File: src/rtl/baud_tick_gen.sv
// baud_tick_gen: fractional-N oversample / bit tick generator for a UART.
// A down-counter paced by an integer divisor D, stretched by one cycle
// whenever the FRAC_W-bit phase accumulator (stepping by F) carries, gives
// os_tick. OVERSAMPLE os_ticks make one bit_tick; baud_clk toggles per bit.
// Optional feature macro: BAUD_TICK_GEN_MID_TICK_EN enables the bit-centre
// mid_tick comparator; without it mid_tick is tied low.
module baud_tick_gen #(
  parameter int CNT_W      = 16,
  parameter int FRAC_W     = 4,
  parameter int OVERSAMPLE = 16,
  parameter int RST_DIV    = 326
) (
  input  logic              clk,
  input  logic              rst_n,
  input  logic              enable,
  input  logic              resync,
  input  logic [CNT_W-1:0]  div_int,
  input  logic [FRAC_W-1:0] div_frac,
  input  logic              div_load,
  output logic              os_tick,
  output logic              bit_tick,
  output logic              mid_tick,
  output logic              baud_clk,
  output logic              div_pending
);

  localparam int               SUB_W = $clog2(OVERSAMPLE);
  localparam logic [CNT_W-1:0] RST_D = CNT_W'(RST_DIV);

  logic [CNT_W-1:0]  cnt_q, cnt_d;
  logic [FRAC_W-1:0] acc_q, acc_d;
  logic [SUB_W-1:0]  sub_q, sub_d;
  logic [CNT_W-1:0]  d_q, d_d, sd_q, sd_d;
  logic [FRAC_W-1:0] f_q, f_d, sf_q, sf_d;
  logic              pend_q, pend_d;
  logic              baud_q, baud_d;
  logic              ena_q;

  logic [CNT_W-1:0]  ld_int;
  logic              restart;
  logic              os_w, bit_w;
  logic [FRAC_W:0]   acc_sum;

  // Tick decode: a restart (resync or enable rising) swallows a coincident tick.
  always_comb begin
    ld_int  = (div_int < CNT_W'(2)) ? CNT_W'(2) : div_int;
    restart = enable & (resync | ~ena_q);
    os_w    = enable & ~restart & (cnt_q == '0);
    bit_w   = os_w & (sub_q == SUB_W'(OVERSAMPLE - 1));
  end

  // Next state: divisor capture/apply, counter, accumulator, sub-bit, baud_clk.
  always_comb begin
    cnt_d   = cnt_q;
    acc_d   = acc_q;
    sub_d   = sub_q;
    d_d     = d_q;
    f_d     = f_q;
    sd_d    = sd_q;
    sf_d    = sf_q;
    pend_d  = pend_q;
    baud_d  = baud_q;
    acc_sum = '0;
    if (!enable) begin
      // Idle: a load takes effect at once, nothing can be left pending by it.
      if (div_load) begin
        d_d    = ld_int;
        f_d    = div_frac;
        sd_d   = ld_int;
        sf_d   = div_frac;
        pend_d = 1'b0;
      end
      cnt_d  = d_d - CNT_W'(1);
      acc_d  = '0;
      sub_d  = '0;
      baud_d = 1'b1;
    end else if (restart) begin
      // Capture first so the restarted phase already runs on the new divisor.
      if (div_load) begin
        d_d    = ld_int;
        f_d    = div_frac;
        sd_d   = ld_int;
        sf_d   = div_frac;
        pend_d = 1'b0;
      end
      cnt_d = d_d - CNT_W'(1);
      acc_d = '0;
      sub_d = '0;
    end else if (os_w) begin
      // A load landing on a tick waits for the following tick.
      if (div_load) begin
        sd_d   = ld_int;
        sf_d   = div_frac;
        pend_d = 1'b1;
      end else if (pend_q) begin
        d_d    = sd_q;
        f_d    = sf_q;
        pend_d = 1'b0;
      end
      acc_sum = {1'b0, acc_q} + {1'b0, f_d};
      acc_d   = acc_sum[FRAC_W-1:0];
      cnt_d   = acc_sum[FRAC_W] ? d_d : d_d - CNT_W'(1);
      sub_d   = sub_q + SUB_W'(1);
      if (bit_w) baud_d = ~baud_q;
    end else begin
      cnt_d = cnt_q - CNT_W'(1);
      if (div_load) begin
        sd_d   = ld_int;
        sf_d   = div_frac;
        pend_d = 1'b1;
      end
    end
  end

  // State registers; ena_q resets high so leaving reset with enable=1 is not a restart.
  always_ff @(posedge clk or negedge rst_n) begin
    if (!rst_n) begin
      cnt_q  <= RST_D - CNT_W'(1);
      acc_q  <= '0;
      sub_q  <= '0;
      d_q    <= RST_D;
      f_q    <= '0;
      sd_q   <= RST_D;
      sf_q   <= '0;
      pend_q <= 1'b0;
      baud_q <= 1'b1;
      ena_q  <= 1'b1;
    end else begin
      cnt_q  <= cnt_d;
      acc_q  <= acc_d;
      sub_q  <= sub_d;
      d_q    <= d_d;
      f_q    <= f_d;
      sd_q   <= sd_d;
      sf_q   <= sf_d;
      pend_q <= pend_d;
      baud_q <= baud_d;
      ena_q  <= enable;
    end
  end

  assign os_tick     = os_w;
  assign bit_tick    = bit_w;
  assign baud_clk    = baud_q;
  assign div_pending = pend_q;

`ifdef BAUD_TICK_GEN_MID_TICK_EN
  // Bit centre: the tick that moves the sub-bit counter to OVERSAMPLE/2.
  assign mid_tick = os_w & (sub_q == SUB_W'(OVERSAMPLE / 2 - 1));
`else
  assign mid_tick = 1'b0;
`endif

endmodule
File: config.mk
export PLATFORM = sky130hd
export DESIGN_NAME = baud_tick_gen
export DESIGN_NICKNAME = d
export VERILOG_FILES = /design/src/rtl/baud_tick_gen.sv
export SDC_FILE = /design/constraint.sdc
export NUM_CORES = 1
export LEC_CHECK = 0
export CORE_MARGIN = 5
export CORE_UTILIZATION = 54
export DETAILED_ROUTE_END_ITERATION = 10
export HOLD_SLACK_MARGIN = 0.1
export PLACE_DENSITY = 0.82
export SETUP_SLACK_MARGIN = 0.02
export SYNTH_ARGS = -nofsm -noshare
export SYNTH_HDL_FRONTEND = slang
export SYNTH_SLANG_ARGS = --single-unit
File: constraint.sdc
create_clock -name clk -period 3.5 [get_ports clk]
set_input_delay 0.875 -clock clk [delete_from_list [all_inputs] [get_ports clk]]
set_output_delay 0.875 -clock clk [all_outputs]
set_load 0.01 [all_outputs]
==> metrics.txt <==
post-route cell area=5410 um^2; syn avg cell area=9.25 um^2; routed vias/inst=6.33; Final Hold Fails=0; Routed Antenna Nets=0; initial core utilization=55.5%; RePlAce Congestion=0.954; Final setup viols=0; Total GRT Usage=25.5%; PwrDens=390 nW/um^2; Synth top cells by count=53 x dfrtp_1, 42 x nand2_1, 42 x nor2_1; drt total wl=12.7 mm; Area Overhead vs Synth=18.6%; Leakage=0.00213 uW; CTS Root Cell=clkbuf_8; clk sinks=67; Post-Synthesis Cells=493; Peak VDD IR=0.309 mV; Total Die Area=10400 um^2; RSZ-0062 raised after global routing=true; Startpoint Class=primary input; fin crit period=3.34 ns; worst clock skew=0.0124 ns; Buffers on Ports=28; placed inst area=5190 um^2; Max-slew headroom=39.2%; largest area contributor in the netlist=dfrtp_1; Synth warnings=0; Detail Placement HPWL=9.46 mm; mapped cell area=4560 um^2; H-tree depth=3; number of global-route vias before repair=4089; # IOs=30; Die H=102 um; Synth area leaders=dfrtp_1 29%, dfstp_2 8.1%, mux2i_1 7.0%; synth unique cells=75; Core ar.=8220 um^2; first-pass GRT wire length=20.7 mm; Seq/Total Area, Yosys=37.1%; area share of the largest cell type after synthesis=29.1%; Post-synth EDFFs=0; TNS Setup=0 ns; Sw Ratio=32.7%; Comb power frac=23.1%; fillers=656; largest net degree at the start of global routing=40; WS Path Type=primary input to flop; NetSw=691 uW; clock slew at reported path FFs=0.08 ns; DRC violation count after routing=0; top_reg_cell synth=dfrtp_1; Final Max Tran Viols=0; max_cap viols=0; Tcrit/Tclk final=95.5%; Rows=33; Reg power frac=46.4%; TritonRoute pass-1 iters=5; Post-synth ARST share=100%; DR WL/cell=19.3 um; hold slack=0.500 ns; WP data required=3.73 ns; Synth Register Bits=67; status=finished clean; area of the multi-input gates=2760 um^2; layout cells sized above 1=22.1%; Num CTS Buffers=9; Post-Syn Nets=527; Worst Setup End Kind=flop; DRC marker count from the first detailed-route iteration=398; critical path peak fanout=2; maximum achievable frequency=299 MHz; via count=4166; Pint=1420 uW; Die Width=102 um; CTS Buffer Depth=2; initial antenna violation count=0; most common cell in the synthesized netlist=dfrtp_1; CTS tree=done; WP data arrival=3.58 ns; clk_lat worst skew=0.35 ns; Clk pwr share=30.5%; total grt overflow=0; FF+latch area=1690 um^2; Worst Hold Class=flop to flop; final-stage net count=582; diodes inserted=0; Tightest Pin Transition=0.912 ns; final core utilization=65.8%
==> final cells by class <==
cell class | count | area share (%)
clock inverters | 7 | 1.27
inverters | 10 | 0.694
clock buffers | 9 | 2.29
flip-flops and latches | 67 | 31.3
well taps | 105 | 2.43
repair buffers | 71 | 10.9
multi-input cells | 389 | 51.1
==> state kept, by name, indices dropped and copies added, names as in the netlist, 4 cells and up <==
signal and flops:
cnt_q 16, d_q 16, sd_q 16, acc_q 4
f_q 4, sf_q 4, sub_q 4
==> placed cells by master, fill, tap and decap left out, drive strengths merged, types with 19 or more instances in the layout <==
cell           instances
a21oi                 30
buf                   45
clkdlybuf4s50         24
dfrtp                 53
mux2i                 32
nand2                 43
nor2                  43
nor3                  29
xnor2                 21
xor2                  19
==> final timing paths <==
kind / start / endpoint / slack, ns / cells past startpoint
max: div_int[14] / cnt_q[12] / 0.16 / 11
min: f_q[1] / f_q[1] / 0.50 / 1
max reg2reg: div_pending / cnt_q[9] / 0.52 / 12
min reg2reg: f_q[1] / f_q[1] / 0.50 / 1
max in group asynchronous: rst_n / sd_q[6] / 1.95 / 2
min in group asynchronous: rst_n / d_q[5] / 0.64 / 1
==> cells by family (layout without fill, tap and decap cells) <==
| family | Yosys count | after routing | share of synthesized area, % |
|---|---|---|---|
| and+or+nand+nor | 179 | 179 | 20.5 |
| xor gates and xnor gates | 40 | 40 | 7.68 |
| muxes | 49 | 49 | 11.2 |
| AOI/OAI and AO/OA | 111 | 111 | 17.1 |
| DFF | 67 | 67 | 37.1 |
| other | 1 | 1 | 0.0822 |
| buffers and inverters | 37 | 97 | 3.68 |
| adders and majority gates | 9 | 9 | 2.63 |
==> worst max-delay path: stages <==
cell and delay, ns:
clkdlybuf4s50_1 0.41, or4_4 0.56, nor4_4 0.31, a21oi_2 0.11, a22oi_2 0.17, ha_2 0.22
o211ai_1 0.14, nor4b_2 0.27, xor2_1 0.18, o21ai_1 0.07, a221o_1 0.26
==> power by group through the flow <==
stage,logic (uW),clock network (uW),registers (uW)
floorplan,334,0,947
global placement,459,0,980
detailed placement,474,0,987
CTS,478,646,973
global route,538,684,989
finish,487,643,980
==> metal layers <==
layer,up-vias,global-route usage (%),routed length (um)
met2,200,39.7,5890
met4,0,8.48,310
met3,27,5.94,1040
li1,1922,-,-
met5,-,0,0
met1,2017,35.4,5440
==> metrics by stage <==
step                      total power [uW]  worst slack [ns]  cells
after floorplan                       1280            -0.110    493
after global placement                1440            -0.347    642
after detailed placement              1460            -0.391    642
after CTS                             2100            0.0248    658
after global routing                  2210            0.0145    658
final                                 2110             0.158    658
==> timing repair <==
action                     4_1_cts  5_1_grt
hold buffers                     0        0
buffers inserted                 0        0
setup endpoints to repair        3        6
gates cloned                     0        0
resized for setup                3        7
pin swaps                        0        4
Note: power is estimated with default switching activity, not from simulation.
